--- config.mk ---
export PLATFORM = sky130hd
export DESIGN_NAME = pipelined_interpolator
export DESIGN_NICKNAME = d
export VERILOG_FILES = /design/src/rtl/interp_pkg.sv /design/src/rtl/interp_lut.sv /design/src/rtl/pipelined_interpolator.sv
export SDC_FILE = /design/constraint.sdc
export NUM_CORES = 1
export LEC_CHECK = 0
export BUFFER_PORTS_ARGS = -buffer_cell sky130_fd_sc_hd__buf_4
export CORE_MARGIN = 1
export CORE_UTILIZATION = 35
export DETAILED_ROUTE_END_ITERATION = 6
export HOLD_SLACK_MARGIN = 0.02
export PLACE_DENSITY_LB_ADDON = 0.1
export SYNTH_ARGS = -nofsm -noshare
export SYNTH_HDL_FRONTEND = slang
export SYNTH_SLANG_ARGS = --single-unit
--- constraint.sdc ---
create_clock -name clk -period 7.3 [get_ports clk]
set_input_delay 0 -clock clk [delete_from_list [all_inputs] [get_ports clk]]
set_output_delay 0 -clock clk [all_outputs]
set_load 0.005 [all_outputs]
--- src/rtl/interp_pkg.sv ---
// rtl/interp_pkg.sv - shared defaults, sample table and result type for the interpolator
//
// Purpose: default widths, the derived index width, the 16-entry sample table
// used by the constant ROM, and the result typedef.
// Ports: none (package).
// Configuration: the table is only used when INTERP_LUT_WRITE_EN is undefined.
package interp_pkg;

  localparam int DATA_W_DEF      = 8;
  localparam int FRAC_BITS_DEF   = 4;
  localparam int IDX_W_DEF       = DATA_W_DEF - FRAC_BITS_DEF;
  localparam int TABLE_DEPTH_DEF = 1 << IDX_W_DEF;

  typedef logic [DATA_W_DEF-1:0] result_t;

  // Sigmoid-like curve with a deliberate dip at entries 5..6 so that a
  // decreasing segment exists in the default build.
  localparam result_t DEFAULT_TABLE [TABLE_DEPTH_DEF] = '{
    8'd0,   8'd10,  8'd32,  8'd64,  8'd90,  8'd100, 8'd60,  8'd80,
    8'd110, 8'd140, 8'd160, 8'd175, 8'd185, 8'd192, 8'd197, 8'd200
  };

endpackage

--- src/rtl/interp_lut.sv ---
// rtl/interp_lut.sv - interpolation table with two combinational read ports
//
// Purpose: returns table[idx] and table[idx+1], the second clamped to the
// last entry so the top segment never wraps to entry 0.
// Ports:
//   clk_i, we_i, waddr_i, wdata_i  write port (only with INTERP_LUT_WRITE_EN)
//   rd_idx_i                       segment index
//   base_o, next_o                 table[idx], table[min(idx+1, last)]
// Configuration: INTERP_LUT_WRITE_EN selects a writable register array,
// otherwise a constant ROM filled from interp_pkg::DEFAULT_TABLE.
module interp_lut
  import interp_pkg::*;
#(
  parameter int DATA_W = DATA_W_DEF,
  parameter int IDX_W  = IDX_W_DEF
) (
`ifdef INTERP_LUT_WRITE_EN
  input  logic              clk_i,
  input  logic              we_i,
  input  logic [IDX_W-1:0]  waddr_i,
  input  logic [DATA_W-1:0] wdata_i,
`endif
  input  logic [IDX_W-1:0]  rd_idx_i,
  output logic [DATA_W-1:0] base_o,
  output logic [DATA_W-1:0] next_o
);

  localparam int DEPTH = 1 << IDX_W;

  logic [IDX_W-1:0] nxt_idx;

  assign nxt_idx = (rd_idx_i == {IDX_W{1'b1}}) ? rd_idx_i : rd_idx_i + IDX_W'(1);

`ifdef INTERP_LUT_WRITE_EN
  // No reset: table contents survive rst. Reads see the pre-edge value, so a
  // same-cycle write and read of one entry returns the old data.
  logic [DATA_W-1:0] mem_q [DEPTH];

  always_ff @(posedge clk_i) begin
    if (we_i) begin
      mem_q[waddr_i] <= wdata_i;
    end
  end

  assign base_o = mem_q[rd_idx_i];
  assign next_o = mem_q[nxt_idx];
`else
  // Entries beyond the packaged table (non-default widths) read as zero.
  function automatic logic [DATA_W-1:0] rom_entry(input logic [IDX_W-1:0] idx);
    int i;
    i = int'(idx);
    if (i < TABLE_DEPTH_DEF) begin
      return DATA_W'(DEFAULT_TABLE[i]);
    end
    return '0;
  endfunction

  assign base_o = rom_entry(rd_idx_i);
  assign next_o = rom_entry(nxt_idx);
`endif

endmodule

--- src/rtl/pipelined_interpolator.sv ---
// rtl/pipelined_interpolator.sv - three-stage table-lookup linear interpolator
//
// Purpose: splits in_z into segment index and fraction, looks up the two
// segment endpoints and returns base + floor((next-base)*frac / 2^FRAC_BITS).
// Ports:
//   clk, rst (sync, active high)
//   in_valid/in_ready/in_z/in_id       sample input with channel tag
//   out_valid/out_ready/out_value/out_id  result output with tag
//   lut_we/lut_addr/lut_wdata           table write (only with INTERP_LUT_WRITE_EN)
// Configuration: INTERP_LUT_WRITE_EN makes the table writable.
module pipelined_interpolator
  import interp_pkg::*;
#(
  parameter int DATA_W    = DATA_W_DEF,
  parameter int FRAC_BITS = FRAC_BITS_DEF,
  parameter int ID_W      = 4
) (
  input  logic                        clk,
  input  logic                        rst,
`ifdef INTERP_LUT_WRITE_EN
  input  logic                        lut_we,
  input  logic [DATA_W-FRAC_BITS-1:0] lut_addr,
  input  logic [DATA_W-1:0]           lut_wdata,
`endif
  input  logic                        in_valid,
  output logic                        in_ready,
  input  logic [DATA_W-1:0]           in_z,
  input  logic [ID_W-1:0]             in_id,
  output logic                        out_valid,
  input  logic                        out_ready,
  output logic [DATA_W-1:0]           out_value,
  output logic [ID_W-1:0]             out_id
);

  localparam int IDX_W  = DATA_W - FRAC_BITS;
  // Wide enough for (DATA_W+1)-bit signed diff times unsigned frac.
  localparam int PROD_W = DATA_W + FRAC_BITS + 2;

  logic advance;

  logic                 s1_valid_q;
  logic [IDX_W-1:0]     s1_idx_q;
  logic [FRAC_BITS-1:0] s1_frac_q;
  logic [ID_W-1:0]      s1_id_q;

  logic                 s2_valid_q;
  logic [DATA_W-1:0]    s2_base_q;
  logic [DATA_W-1:0]    s2_next_q;
  logic [FRAC_BITS-1:0] s2_frac_q;
  logic [ID_W-1:0]      s2_id_q;

  logic                 out_valid_q;
  logic [DATA_W-1:0]    out_value_q;
  logic [ID_W-1:0]      out_id_q;

  logic [DATA_W-1:0]    lut_base;
  logic [DATA_W-1:0]    lut_next;

  logic signed [DATA_W:0]   diff;
  logic signed [PROD_W-1:0] diff_x;
  logic signed [PROD_W-1:0] frac_x;
  logic signed [PROD_W-1:0] prod;
  logic signed [PROD_W-1:0] sum;
  logic [DATA_W-1:0]        out_value_d;

  // One global stall: every stage moves only when the output slot frees up,
  // so bubbles stay in place and ordering is trivially preserved.
  assign advance  = !out_valid_q || out_ready;
  assign in_ready = advance;

  interp_lut #(
    .DATA_W (DATA_W),
    .IDX_W  (IDX_W)
  ) u_lut (
`ifdef INTERP_LUT_WRITE_EN
    .clk_i    (clk),
    .we_i     (lut_we),
    .waddr_i  (lut_addr),
    .wdata_i  (lut_wdata),
`endif
    .rd_idx_i (s1_idx_q),
    .base_o   (lut_base),
    .next_o   (lut_next)
  );

  // Multiply before shifting so the arithmetic shift floors the exact product.
  always_comb begin
    diff        = $signed({1'b0, s2_next_q}) - $signed({1'b0, s2_base_q});
    diff_x      = PROD_W'(diff);
    frac_x      = PROD_W'($signed({1'b0, s2_frac_q}));
    prod        = diff_x * frac_x;
    sum         = PROD_W'($signed({1'b0, s2_base_q})) + (prod >>> FRAC_BITS);
    out_value_d = DATA_W'(sum);
  end

  always_ff @(posedge clk) begin
    if (rst) begin
      s1_valid_q  <= 1'b0;
      s1_idx_q    <= '0;
      s1_frac_q   <= '0;
      s1_id_q     <= '0;
      s2_valid_q  <= 1'b0;
      s2_base_q   <= '0;
      s2_next_q   <= '0;
      s2_frac_q   <= '0;
      s2_id_q     <= '0;
      out_valid_q <= 1'b0;
      out_value_q <= '0;
      out_id_q    <= '0;
    end else if (advance) begin
      s1_valid_q  <= in_valid;
      s1_idx_q    <= in_z[DATA_W-1:FRAC_BITS];
      s1_frac_q   <= in_z[FRAC_BITS-1:0];
      s1_id_q     <= in_id;
      s2_valid_q  <= s1_valid_q;
      s2_base_q   <= lut_base;
      s2_next_q   <= lut_next;
      s2_frac_q   <= s1_frac_q;
      s2_id_q     <= s1_id_q;
      out_valid_q <= s2_valid_q;
      out_value_q <= out_value_d;
      out_id_q    <= s2_id_q;
    end
  end

  assign out_valid = out_valid_q;
  assign out_value = out_value_q;
  assign out_id    = out_id_q;

endmodule

Yosys cells after proc, flatten, opt, wreduce, memory -nomap -nowiden
Memory sizes are Yosys's and may differ from the RTL's. A register that Yosys moved wholly into a read port is not among the register bits.
Cells that the tools add are included.
Widths: inputs -> output; s select.

word-level totals
  flip-flop bits (word level) = 35
  memories = 2
  memory bits (read-only) = 256
  word-level logic and storage cells = 22
  bits of input ports = 16

operators by class
  equal/unequal tests = 1
  bitwise logic cells = 2
  mux-type cells = 1
  $add $sub $neg = 3
  reductions and logical operators = 2
  multiply operators = 1

memories
  memory            depth  width  rd ports  clocked after Yosys merged registers in  wr ports  line              text
  (name not given)  16     8      1         1                                        0         interp_lut.sv:53  return DATA_W'(DEFAULT_TABLE[i]);
  (name not given)  16     8      1         1                                        0         interp_lut.sv:53

operators with widths
  operator             number
  $not 4->32           2
  $mul 9x5->12         1
  $sub 8x8->9          1
  $add 8x8->8          1
  $add 4x1->4 const B  1
  $eq 4x4->1 const B   1
  $mux 4               1
  $logic_not 1->1      1
  $logic_or 1x1->1     1

Logic depth before layout (Yosys ltp)
Gate-level depths: netlist of the first run.

  word-level depth = 3
  gate-level depth with buffers = 29
  gate-level depth less buffers = 29

Modules after synthesis
From an unflattened synthesis of the first run, not the netlist that was laid out.

unflattened totals
  cell total of the unflattened synthesis = 555
  area total of the unflattened synthesis = 4220.3 sq um

by module, submodules not included
  module                  times used  sequential area each (sq um)  cells each  area an instance (sq um)
  pipelined_interpolator  1           1021.0                        438         3454.6
  interp_lut              1           0.0                           117         765.7

Worst setup path after synthesis of the first run
OpenSTA, ideal clock, no wires.

  kind = register to register
  start = register s2_base_q[1]
  end = register out_value_q[7], in the netlist out_value[7]
  path buffers = 0
  arrival = 5209 ps
  period minus slack after synthesis = 5288 ps
  required time = 7221 ps
  library setup time = 79 ps
  setup slack = 2012 ps
  stages on the path, launching flop included = 30
  cells stage by stage = dfxtp_1 > inv_1 > ha_1 > nor2b_1 > o21ai_1 > a21boi_1 > o21ai_1 > nor2b_1 > xnor2_1 > and2_1 > ha_1 > fa_1 > inv_1 > fa_1 > inv_1 > ha_1 > o21ai_1 > nor3_1 > a21oi_2 > nor2b_1 > o21a_1 > nor2_1 > xnor2_1 > ha_1 > nor2_1 > nor2_1 > o41ai_2 > xnor2_1 > xnor2_1 > a211oi_2

between the ends
  longest elaborated chain between the ends = 3

RTL lines
  what                  line                           text
  start, declared       pipelined_interpolator.sv:47   logic [DATA_W-1:0] s2_base_q;
  $sub 8x8->9           pipelined_interpolator.sv:88   diff = $signed({1'b0, s2_next_q}) - $signed({1'b0, s2_base_q});
  $mul 9x5->12          pipelined_interpolator.sv:91   prod = diff_x * frac_x;
  $add 8x8->8 (*)       pipelined_interpolator.sv:92   sum = PROD_W'($signed({1'b0, s2_base_q})) + (prod >>> FRAC_BITS);
  end signal, assigned  pipelined_interpolator.sv:121  out_value_q <= out_value_d;
  end, declared         pipelined_interpolator.sv:53   logic [DATA_W-1:0] out_value_q;

Every way passes the cells marked *; elsewhere a longest branch is shown, timed or not.
A chain may end at the register's enable or synchronous reset.

Final worst setup path of the first run
  start = register s2_next_q[0]
  end = register out_value_q[7], in the netlist out_value[7]

between the ends
  longest elaborated chain between the ends = 3

RTL lines
  what             line                          text
  start, declared  pipelined_interpolator.sv:48  logic [DATA_W-1:0] s2_next_q;
  $sub 8x8->9      pipelined_interpolator.sv:88
  $mul 9x5->12     pipelined_interpolator.sv:91
  $add 8x8->8      pipelined_interpolator.sv:92

Every way passes these cells.

==> results of run 1 <==
what timing repair did:
item,4_1_cts,5_1_grt
hold buffers,13,0
resized for setup,0,0
hold endpoints to repair,13,0
per-layer routing:
metal	routed length, um	vias up
li1	-	1699
met1	4600	1502
met2	4140	31
met3	170	9
met4	122	0
met5	0	-
report_power, final:
group / total (W) / internal, W / leakage [nW] / switching (W)
Combinational: 0.000309 / 0.000143 / 1.55 / 0.000166
Sequential: 0.000327 / 0.000303 / 0.421 / 0.0000235
Clock: 0.000269 / 0.000164 / 0.0844 / 0.000105
Total: 0.000904 / 0.000610 / 2.05 / 0.000294
cell usage after synthesis, types with 2 or more instances:
library cell                count
sky130_fd_sc_hd__o21ai_1        7
sky130_fd_sc_hd__o2111ai_1      2
sky130_fd_sc_hd__a21o_1         2
sky130_fd_sc_hd__clkbuf_1      17
sky130_fd_sc_hd__nand2b_1       3
sky130_fd_sc_hd__a21oi_1       59
sky130_fd_sc_hd__nor4_1         2
sky130_fd_sc_hd__nor2_1        32
sky130_fd_sc_hd__xor2_1         3
sky130_fd_sc_hd__a211oi_1      10
sky130_fd_sc_hd__ha_1          44
sky130_fd_sc_hd__buf_1          2
sky130_fd_sc_hd__dfxtp_1       51
sky130_fd_sc_hd__nand2_1       89
sky130_fd_sc_hd__buf_2          4
sky130_fd_sc_hd__and2_1        21
sky130_fd_sc_hd__o211ai_1       4
sky130_fd_sc_hd__mux2i_4        2
sky130_fd_sc_hd__o21ai_0        7
sky130_fd_sc_hd__xnor2_2        2
sky130_fd_sc_hd__nand3_1        5
sky130_fd_sc_hd__nor2b_1       13
sky130_fd_sc_hd__nor3_1         7
sky130_fd_sc_hd__fa_1          17
sky130_fd_sc_hd__xnor2_1       19
sky130_fd_sc_hd__inv_1         50
sky130_fd_sc_hd__nand3_2        2
sky130_fd_sc_hd__o21bai_1       2
sky130_fd_sc_hd__mux2i_1        2
sky130_fd_sc_hd__o21a_1         4
sky130_fd_sc_hd__a211oi_2       2
registers in the layout (all words and copies together) (netlist names):
| signal | flops |
|---|---|
| out_id | 4 |
| out_valid | 1 |
| out_value | 8 |
| s1_frac_q | 4 |
| s1_id_q | 4 |
| s1_idx_q | 4 |
| s1_valid_q | 1 |
| s2_base_q | 8 |
| s2_frac_q | 4 |
| s2_id_q | 4 |
| s2_next_q | 8 |
| s2_valid_q | 1 |
worst paths after layout:
path / end / slack, ns / cells after the start
worst max-delay path: out_value[7] / 1.64 / 28
worst min-delay path: s2_base_q[2] / 0.19 / 2
worst max register to register: out_value[7] / 1.64 / 28
worst min register to register: s2_id_q[3] / 0.45 / 2
logic make-up (layout without fill, tap and decap cells):
family	after synthesis	after routing	share of synthesized area (%)
xor gates and xnor gates	24	24	5.64
muxes	6	6	2.48
adders and majority gates	61	61	22.3
AOI/OAI and AO/OA	107	107	16.2
buffers and inverters	76	102	7.55
DFF	51	51	25.6
and+or+nand+nor	178	178	20.2
cell type report:
type / instances / area (sq um)
well taps: 140 / 175
flip-flops and latches: 51 / 1020
clock buffers: 5 / 125
repair buffers: 43 / 355
fillers: 1170 / 6390
multi-input cells: 376 / 2680
inverters: 51 / 191
clock inverters: 3 / 47.5
metrics by stage:
stage	area, sq um	hold slack, ns	utilization [%]	instances	setup WS, ns
floorplan	3990	0.140	-	503	2.01
global placement	4290	0.257	39.1	648	1.75
detailed placement	4290	0.261	39.1	648	1.64
CTS	4590	0.177	41.8	669	1.63
global route	4590	0.199	41.8	669	1.15
finish	4590	0.187	41.8	669	1.64
worst register-to-register path: cells and delay by family (launching register included):
| kind | cells | cell delay (ns) |
|---|---|---|
| AO/OA/AOI/OAI | 6 | 0.97 |
| XOR/XNOR | 4 | 0.66 |
| adder cells (fa/ha/maj) | 7 | 2.48 |
| buffers and inverters | 3 | 0.13 |
| flip-flops | 1 | 0.33 |
| AND/OR/NAND/NOR | 8 | 1.00 |
==> impl_metrics.json, run 1 <==
{
  "fp.dieArea_sq_um": 11800,
  "layout_stage_area_growth_over_the_synthesis_result_pct": 15.0,
  "clkSlewWorstSetupHoldPaths_ns": 0.07,
  "finalMaxSlewViolations": 0,
  "final_nets": 605,
  "cts_buffers": 5,
  "fin_total_pwr_w": 0.000904,
  "io_buffer_count": 29,
  "main_synth_ff_type": "sky130_fd_sc_hd__dfxtp_1",
  "hold_start": "rst",
  "overall_via_count_from_detail_route": 3241,
  "cp.arrival_ns": 5.88,
  "startpoint_class_of_the_critical_path": "flip-flop",
  "postRouteWirelength_um": 9030,
  "cts_tree": "yes",
  "hpwl_um": 6870,
  "synth_sequential_area_ratio_pct": 25.6,
  "cts_root_buffer": "sky130_fd_sc_hd__clkbuf_16",
  "wl_per_cell_um": 13.5,
  "initial_utilization_pct": 36.4,
  "setup-tns-final_ns": 0,
  "relSlewSlack_pct": 45.6,
  "max-vdd-ir-drop_uv": 121,
  "cellPowerDensity_nw_per_um2": 197,
  "grt_max_degree": 57,
  "place.gp.congestion": 0.796,
  "grtUsageTotal_pct": 16.5,
  "synthCells": 503,
  "gr-usage-met2_pct": 27.8,
  "timing.rr.start": "s2_next_q[0]",
  "first_global_vias": 3198,
  "async_flop_share_pct": 0,
  "timing_worst_setup_path_type": "reg2reg",
  "clock-skew-final_ns": 0.00589,
  "cp.required_ns": 7.52,
  "synth_edf_count": 0,
  "floorplan.die.width_um": 109,
  "detail-route-antenna-nets": 0,
  "rows": 38,
  "cts_max_level": 2,
  "critPathTopFamily": "adder cells",
  "gr-max-usage-layer": "met2",
  "hold_violations": 0,
  "final_cell_mix": "sky130_fd_sc_hd__nand2_1, sky130_fd_sc_hd__a21oi_1, sky130_fd_sc_hd__dfxtp_1",
  "ys_ff_latch": 51,
  "crit_slowest_cell": "sky130_fd_sc_hd__fa_1",
  "floorplan.io_pins": 30,
  "finalWorstPathRequiredPeriod_ns": 5.66,
  "globalRouteMet3Util_pct": 1.85,
  "hp-class": "in2reg",
  "drv_cap": 0,
  "endpoint_kind": "flip-flop",
  "worst_skew_pair.late_latency_ns": 0.29,
  "yosys.cell_types.count": 48,
  "drc_errors": 0,
  "core_region_area_sq_um": 11000,
  "worst_setup_path_startpoint": "s2_next_q[0]",
  "crit_path_max_fanout": 5,
  "first_pass_grt_wire_length_um": 15400,
  "cts.path.max_buffers": 2,
  "setup_violations": 0,
  "antenna_found_initial": 0,
  "postCtsSetupBuffers": 0,
  "die_h_um": 109,
  "status": "finished clean",
  "cp_slowest_stage_delay_ns": 0.54,
  "synth_top_area_cell": "sky130_fd_sc_hd__dfxtp_1",
  "max_slew.worst_pin.slew_ns": 0.815,
  "syn-cell-area_sq_um": 3990,
  "layout_worst_path_cycle_share_pct": 77.5,
  "leakage_power_nw": 2.05,
  "critical_path_buf_inv_count": 3,
  "detailedRoute.firstPassIterationCount": 4,
  "drt_iter0_drc": 159,
  "globalRouteOverflowTotal": 0,
  "yosys_synthesis_warning_count": 0,
  "syn_area_per_cell_sq_um": 7.94,
  "detail_route.vias_per_cell": 4.84,
  "final_common_cell": "sky130_fd_sc_hd__nand2_1",
  "netlist.area_leader.share_pct": 25.6,
  "cts.sinks": 51,
  "rsz_0062_raised_after_global_routing": "no",
  "max_freq_mhz": 177,
  "antenna_cells_inserted": 0,
  "drive_gt1_share_pct": 10.2,
  "netlist_top_cells_area": "sky130_fd_sc_hd__dfxtp_1, sky130_fd_sc_hd__ha_1, sky130_fd_sc_hd__fa_1, sky130_fd_sc_hd__nand2_1, sky130_fd_sc_hd__a21oi_1",
  "grtUsageMet1_pct": 22.2,
  "synthesis.nets": 580
}
Power figures use the tool's default switching activity.
==> run 2, diff against run 1 <==
--- a/config.mk
+++ b/config.mk
@@ -5,6 +5,7 @@
 export SDC_FILE = /design/constraint.sdc
 export NUM_CORES = 1
 export LEC_CHECK = 0
+export ABC_AREA = 1
 export BUFFER_PORTS_ARGS = -buffer_cell sky130_fd_sc_hd__buf_4
 export CORE_MARGIN = 1
 export CORE_UTILIZATION = 35
==> constraint.sdc (replaced) <==
create_clock -name clk -period 4.9 [get_ports clk]
set_input_delay 0 -clock clk [delete_from_list [all_inputs] [get_ports clk]]
set_output_delay 0 -clock clk [all_outputs]
set_load 0.005 [all_outputs]
==> impl_metrics.json, run 2 <==
{
  "status": "finished with violations",
  "violations": "negative setup slack",
  "overall_via_count_from_detail_route": 3984,
  "final_cell_mix": "sky130_fd_sc_hd__buf_4, sky130_fd_sc_hd__inv_1, sky130_fd_sc_hd__nand2_1, sky130_fd_sc_hd__nor2_1, sky130_fd_sc_hd__o21ai_0",
  "core_region_area_sq_um": 11100,
  "finalWorstPathRequiredPeriod_ns": 5.19,
  "final_common_cell": "sky130_fd_sc_hd__buf_4",
  "drt_iter0_drc": 148,
  "initial_utilization_pct": 36.7,
  "main_synth_ff_type": "sky130_fd_sc_hd__dfxtp_1",
  "ys_ff_latch": 51,
  "relSlewSlack_pct": 25.4,
  "netlist_top_cells_area": "sky130_fd_sc_hd__dfxtp_1, sky130_fd_sc_hd__ha_1, sky130_fd_sc_hd__inv_1, sky130_fd_sc_hd__nand2_1, sky130_fd_sc_hd__fa_1",
  "final_nets": 777,
  "drc_errors": 0,
  "finalMaxSlewViolations": 0,
  "synthesis.nets": 665,
  "fp.dieArea_sq_um": 12000,
  "syn_area_per_cell_sq_um": 6.91,
  "synthCells": 588,
  "yosys-top-cells-count": "sky130_fd_sc_hd__inv_1, sky130_fd_sc_hd__nand2_1, sky130_fd_sc_hd__nor2_1, sky130_fd_sc_hd__o21ai_0, sky130_fd_sc_hd__dfxtp_1",
  "yosys.cell_count.top_type": "sky130_fd_sc_hd__inv_1",
  "netlist.area_leader.share_pct": 25.1,
  "drive_gt1_share_pct": 30.1,
  "synth_edf_count": 0,
  "detailedPlace.worstSlack_ns": -0.331,
  "cellPowerDensity_nw_per_um2": 326,
  "floorplan.io_pins": 30,
  "cp.arrival_ns": 5.39,
  "critPathTopFamily": "adder cells",
  "synth_top_area_cell": "sky130_fd_sc_hd__dfxtp_1",
  "cp_slowest_stage_delay_ns": 0.57,
  "crit_path_max_fanout": 4,
  "syn-cell-area_sq_um": 4070,
  "floorplan.die.width_um": 110,
  "path_common_cell": "sky130_fd_sc_hd__nand2_1",
  "grt_max_degree": 57,
  "clkSlewWorstSetupHoldPaths_ns": 0.07,
  "max-vdd-ir-drop_uv": 333,
  "place.gp.congestion": 0.795,
  "antenna_cells_inserted": 0,
  "cp.required_ns": 5.10,
  "hp-class": "in2reg",
  "final_cell_count_no_fill": 841,
  "drv_cap": 0,
  "endpoint_kind": "flip-flop",
  "clock-skew-final_ns": 0.00671,
  "synth_sequential_area_ratio_pct": 25.1,
  "postRouteWirelength_um": 10500,
  "detailedRoute.firstPassIterationCount": 4,
  "cts_tree": "yes",
  "globalRouteOverflowTotal": 0,
  "cts.sinks": 51,
  "cts.path.max_buffers": 2,
  "finalWorstSetupSlack_ns": -0.290,
  "crit_slowest_cell": "sky130_fd_sc_hd__fa_1",
  "cts_buffers": 5,
  "max_slew.worst_pin.slew_ns": 1.12,
  "rsz_0062_raised_after_global_routing": "yes",
  "grtUsageTotal_pct": 18.4,
  "first_pass_grt_wire_length_um": 17400,
  "worst_skew_pair.late_latency_ns": 0.30,
  "max_freq_mhz": 193,
  "critical_path_buf_inv_count": 9,
  "io_buffer_count": 29,
  "startpoint_class_of_the_critical_path": "flip-flop",
  "async_flop_share_pct": 0,
  "hold_violations": 0,
  "placed_cells": 797,
  "leakage_power_nw": 2.89,
  "hpwl_um": 7580,
  "layout_worst_path_cycle_share_pct": 106,
  "detail-route-antenna-nets": 0,
  "cts_root_buffer": "sky130_fd_sc_hd__clkbuf_16",
  "antenna_found_initial": 0,
  "setup_violations": 5,
  "yosys_synthesis_warning_count": 0,
  "wl_per_cell_um": 12.5,
  "detail_route.vias_per_cell": 4.74,
  "yosys.cell_types.count": 32,
  "cts_max_level": 2,
  "first_global_vias": 3800,
  "rows": 38,
  "die_h_um": 110,
  "layout_stage_area_growth_over_the_synthesis_result_pct": 41.7,
  "timing_worst_setup_path_type": "reg2reg"
}
## run 2: area by class of cell
cell class              count  area, sq um
fillers                  1070         5320
multi-input cells         409         3000
inverters                 111          419
repair buffers            122          971
flip-flops and latches     51         1030
well taps                 140          175
clock buffers               5          125
clock inverters             3         46.3
## run 2: repair_timing
action                                  4_1_cts  5_1_grt
gates cloned                                  0        0
endpoints found under the setup margin        5        5
pin swaps                                    50       40
buffers inserted                             15        9
gates resized for setup                      40       48
hold endpoints to repair                     19        0
hold buffers                                 13        0
## run 2: per-stage QoR
stage          TNS, ns  cell area, sq um  utilization, %  power, W  hold slack, ns
2_1_floorplan        0              4140               -  0.000942           0.167
3_3_place_gp     -1.01              4900            44.2   0.00125           0.252
3_5_place_dp     -1.05              4900            44.2   0.00126           0.254
4_1_cts         -0.355              5480            49.5   0.00178          0.0222
5_1_grt          -2.26              5760            52.0   0.00202          0.0583
6_report        -0.951              5760            52.0   0.00188          0.0230
## run 2: path summary, 6_finish.rpt
path | from | end | slack (ns) | cells past startpoint
min | in_z[4] | s1_idx_q[0] | 0.02 | 3
min reg2reg | s2_valid_q | s2_valid_q | 0.48 | 2
max | s2_next_q[0] | out_value[7] | -0.29 | 33
max reg2reg | s2_next_q[0] | out_value[7] | -0.29 | 33
## run 2: where the power goes
part,internal (W),switching (W)
combinational,0.000488,0.000489
sequential,0.000462,0.0000319
clock,0.000243,0.000162
## run 2: logic make-up (layout without fill, tap and decap cells)
family	after synthesis	in the layout	synth area share [%]
AOI/OAI and AO/OA	120	120	16.2
and+or+nand+nor	210	210	21.1
adders and majority gates	61	61	21.9
xor gates and xnor gates	18	18	3.88
DFF	51	51	25.1
buffers and inverters	128	241	11.8
## run 2: layer usage
| layer | vias to the layer above | GRT usage (%) | wire length [um] |
|---|---|---|---|
| met4 | 0 | 4.86 | 140 |
| met5 | - | 0 | 0 |
| met3 | 14 | 2.19 | 209 |
| met2 | 45 | 31.6 | 5100 |
| met1 | 1855 | 24.4 | 5080 |
| li1 | 2070 | - | - |
## run 2: worst reg2reg max path, delay by kind of cell, from the launching register on
family	cells	cell delay (ns)
and+or+nand+nor	10	0.65
xor gates and xnor gates	2	0.39
adders and majority gates	7	2.42
DFF	1	0.34
buffers and inverters	9	0.71
AOI/OAI and AO/OA	5	0.61
==> run 3, diff against run 2 <==
--- a/config.mk
+++ b/config.mk
@@ -7,8 +7,9 @@
 export LEC_CHECK = 0
 export ABC_AREA = 1
 export BUFFER_PORTS_ARGS = -buffer_cell sky130_fd_sc_hd__buf_4
+export CORE_ASPECT_RATIO = 1.75
 export CORE_MARGIN = 1
-export CORE_UTILIZATION = 35
+export CORE_UTILIZATION = 55
 export DETAILED_ROUTE_END_ITERATION = 6
 export HOLD_SLACK_MARGIN = 0.02
 export PLACE_DENSITY_LB_ADDON = 0.1
==> impl_metrics.json, run 3 (synthesized netlist as in run 2, its figures left out) <==
{
  "met1Wirelength_um": 4190,
  "postRouteWirelength_um": 11700,
  "antenna_cells_inserted": 0,
  "placement.cell_area_sq_um": 4810,
  "timing.rr.start": "s2_next_q[0]",
  "first_global_vias": 4137,
  "hp-class": "in2reg",
  "hpwl_um": 8000,
  "first_pass_grt_wire_length_um": 17700,
  "globalRouteOverflowTotal": 0,
  "cp.arrival_ns": 5.55,
  "core_region_area_sq_um": 7180,
  "placed_cells": 740,
  "finalWorstSetupSlack_ns": -0.454,
  "place.gp.congestion": 0.933,
  "met3RoutedLength_um": 323,
  "cts_tree": "yes",
  "path_common_cell": "sky130_fd_sc_hd__buf_4",
  "max-vdd-ir-drop_uv": 341,
  "io_buffer_count": 29,
  "max_freq_mhz": 187,
  "route.met2.wl_um": 6340,
  "cts_buffers": 5,
  "drt_iter0_drc": 209,
  "clock-skew-final_ns": 0.00765,
  "grt_max_degree": 56,
  "layout_worst_path_cycle_share_pct": 109,
  "final.fill_count": 514,
  "cellPowerDensity_nw_per_um2": 346,
  "final_nets": 775,
  "relSlewSlack_pct": 26.2,
  "final_core_util_pct": 78.3,
  "clkSlewWorstSetupHoldPaths_ns": 0.07,
  "antenna_found_initial": 0,
  "cp.required_ns": 5.10,
  "leakage_power_nw": 2.89,
  "drv_cap": 0,
  "final_common_cell": "sky130_fd_sc_hd__buf_4",
  "overall_via_count_from_detail_route": 4210,
  "worst_setup_path_startpoint": "s2_next_q[0]",
  "finalWorstPathRequiredPeriod_ns": 5.35,
  "initial_utilization_pct": 56.6,
  "floorplan.io_pins": 30,
  "rsz_0062_raised_after_global_routing": "yes",
  "grtUsageTotal_pct": 30.2,
  "max_slew.worst_pin.slew_ns": 1.11,
  "hold_start": "in_z[7]",
  "crit_slowest_cell": "sky130_fd_sc_hd__fa_1",
  "drc_errors": 0,
  "cts.path.max_buffers": 2,
  "hold_violations": 0,
  "cts_max_level": 2,
  "worst_skew_pair.late_latency_ns": 0.29,
  "stdcell_area_sq_um": 5620,
  "violations": "negative setup slack",
  "cts.sinks": 51,
  "setup_violations": 4,
  "die_h_um": 116,
  "timing_worst_setup_path_type": "reg2reg",
  "detailedRoute.firstPassIterationCount": 4,
  "wl_per_cell_um": 14.9,
  "endpoint_kind": "flip-flop",
  "floorplan.die.width_um": 67.0,
  "cp_slowest_stage_delay_ns": 0.57,
  "layout_stage_area_growth_over_the_synthesis_result_pct": 38.3,
  "final_cell_count_no_fill": 785,
  "rows": 41,
  "detail_route.vias_per_cell": 5.36,
  "fin_total_pwr_w": 0.00194,
  "startpoint_class_of_the_critical_path": "flip-flop",
  "cts_root_buffer": "sky130_fd_sc_hd__clkbuf_16",
  "final_cell_mix": "sky130_fd_sc_hd__buf_4, sky130_fd_sc_hd__inv_1, sky130_fd_sc_hd__nand2_1",
  "finalMaxSlewViolations": 0,
  "crit_path_max_fanout": 3,
  "fp.dieArea_sq_um": 7750,
  "setup-tns-final_ns": -0.925,
  "highest_layer_used_for_signal_routing": "met4",
  "detail-route-antenna-nets": 0,
  "status": "finished with violations",
  "drive_gt1_share_pct": 28.0
}
-- run 3: layer usage --
metal | vias up | track usage (%)
met5 | - | 0
met3 | 54 | 3.05
met1 | 1962 | 27.8
met4 | 0 | 20.7
met2 | 118 | 58.7
li1 | 2076 | -
-- run 3: worst paths after layout --
| check | to | slack, ns | cells after the start |
|---|---|---|---|
| worst max-delay path | out_value[7] | -0.45 | 37 |
| worst min-delay path | s1_idx_q[3] | 0.03 | 3 |
| worst max register to register | out_value[7] | -0.45 | 37 |
| worst min register to register | out_valid | 0.46 | 2 |
-- run 3: power breakdown --
group / switching, W / total, W / leakage [nW] / internal [W]
combinational: 0.000531 / 0.00105 / 2.39 / 0.000522
clock: 0.000158 / 0.000395 / 0.0857 / 0.000236
sequential: 0.0000348 / 0.000497 / 0.423 / 0.000462
-- run 3: critical path, delay by kind of cell (launching register included) --
family                     cells  cell delay [ns]
adders and majority gates      7             2.43
and+or+nand+nor               14             1.10
buffers and inverters         14             1.06
DFF                            1             0.33
xor gates and xnor gates       1             0.16
AOI/OAI and AO/OA              1             0.14
-- run 3: layout make-up --
class	count	area (sq um)	area share (%)
Multi-Input combinational cell	409	2940	52.3
Sequential cell	51	1030	18.3
Timing Repair Buffer	120	952	16.9
Inverter	111	419	7.46
Clock buffer	7	164	2.92
Tap cell	86	108	1.91
Clock inverter	1	8.76	0.156
-- run 3: stage by stage --
step	setup slack, ns	hold slack [ns]
global placement	-0.280	0.248
finish	-0.454	0.0341
global route	-0.789	0.0741
floorplan	0.00681	0.167
detailed placement	-0.423	0.247
CTS	-0.313	0.0281
-- run 3: repair_timing --
item                                   CTS  global route
pin swaps                               29            36
endpoints found under the hold margin   19             0
setup endpoints to repair                5             6
hold buffers                            13             0
resized for setup                       38            35
setup buffers                           17             7
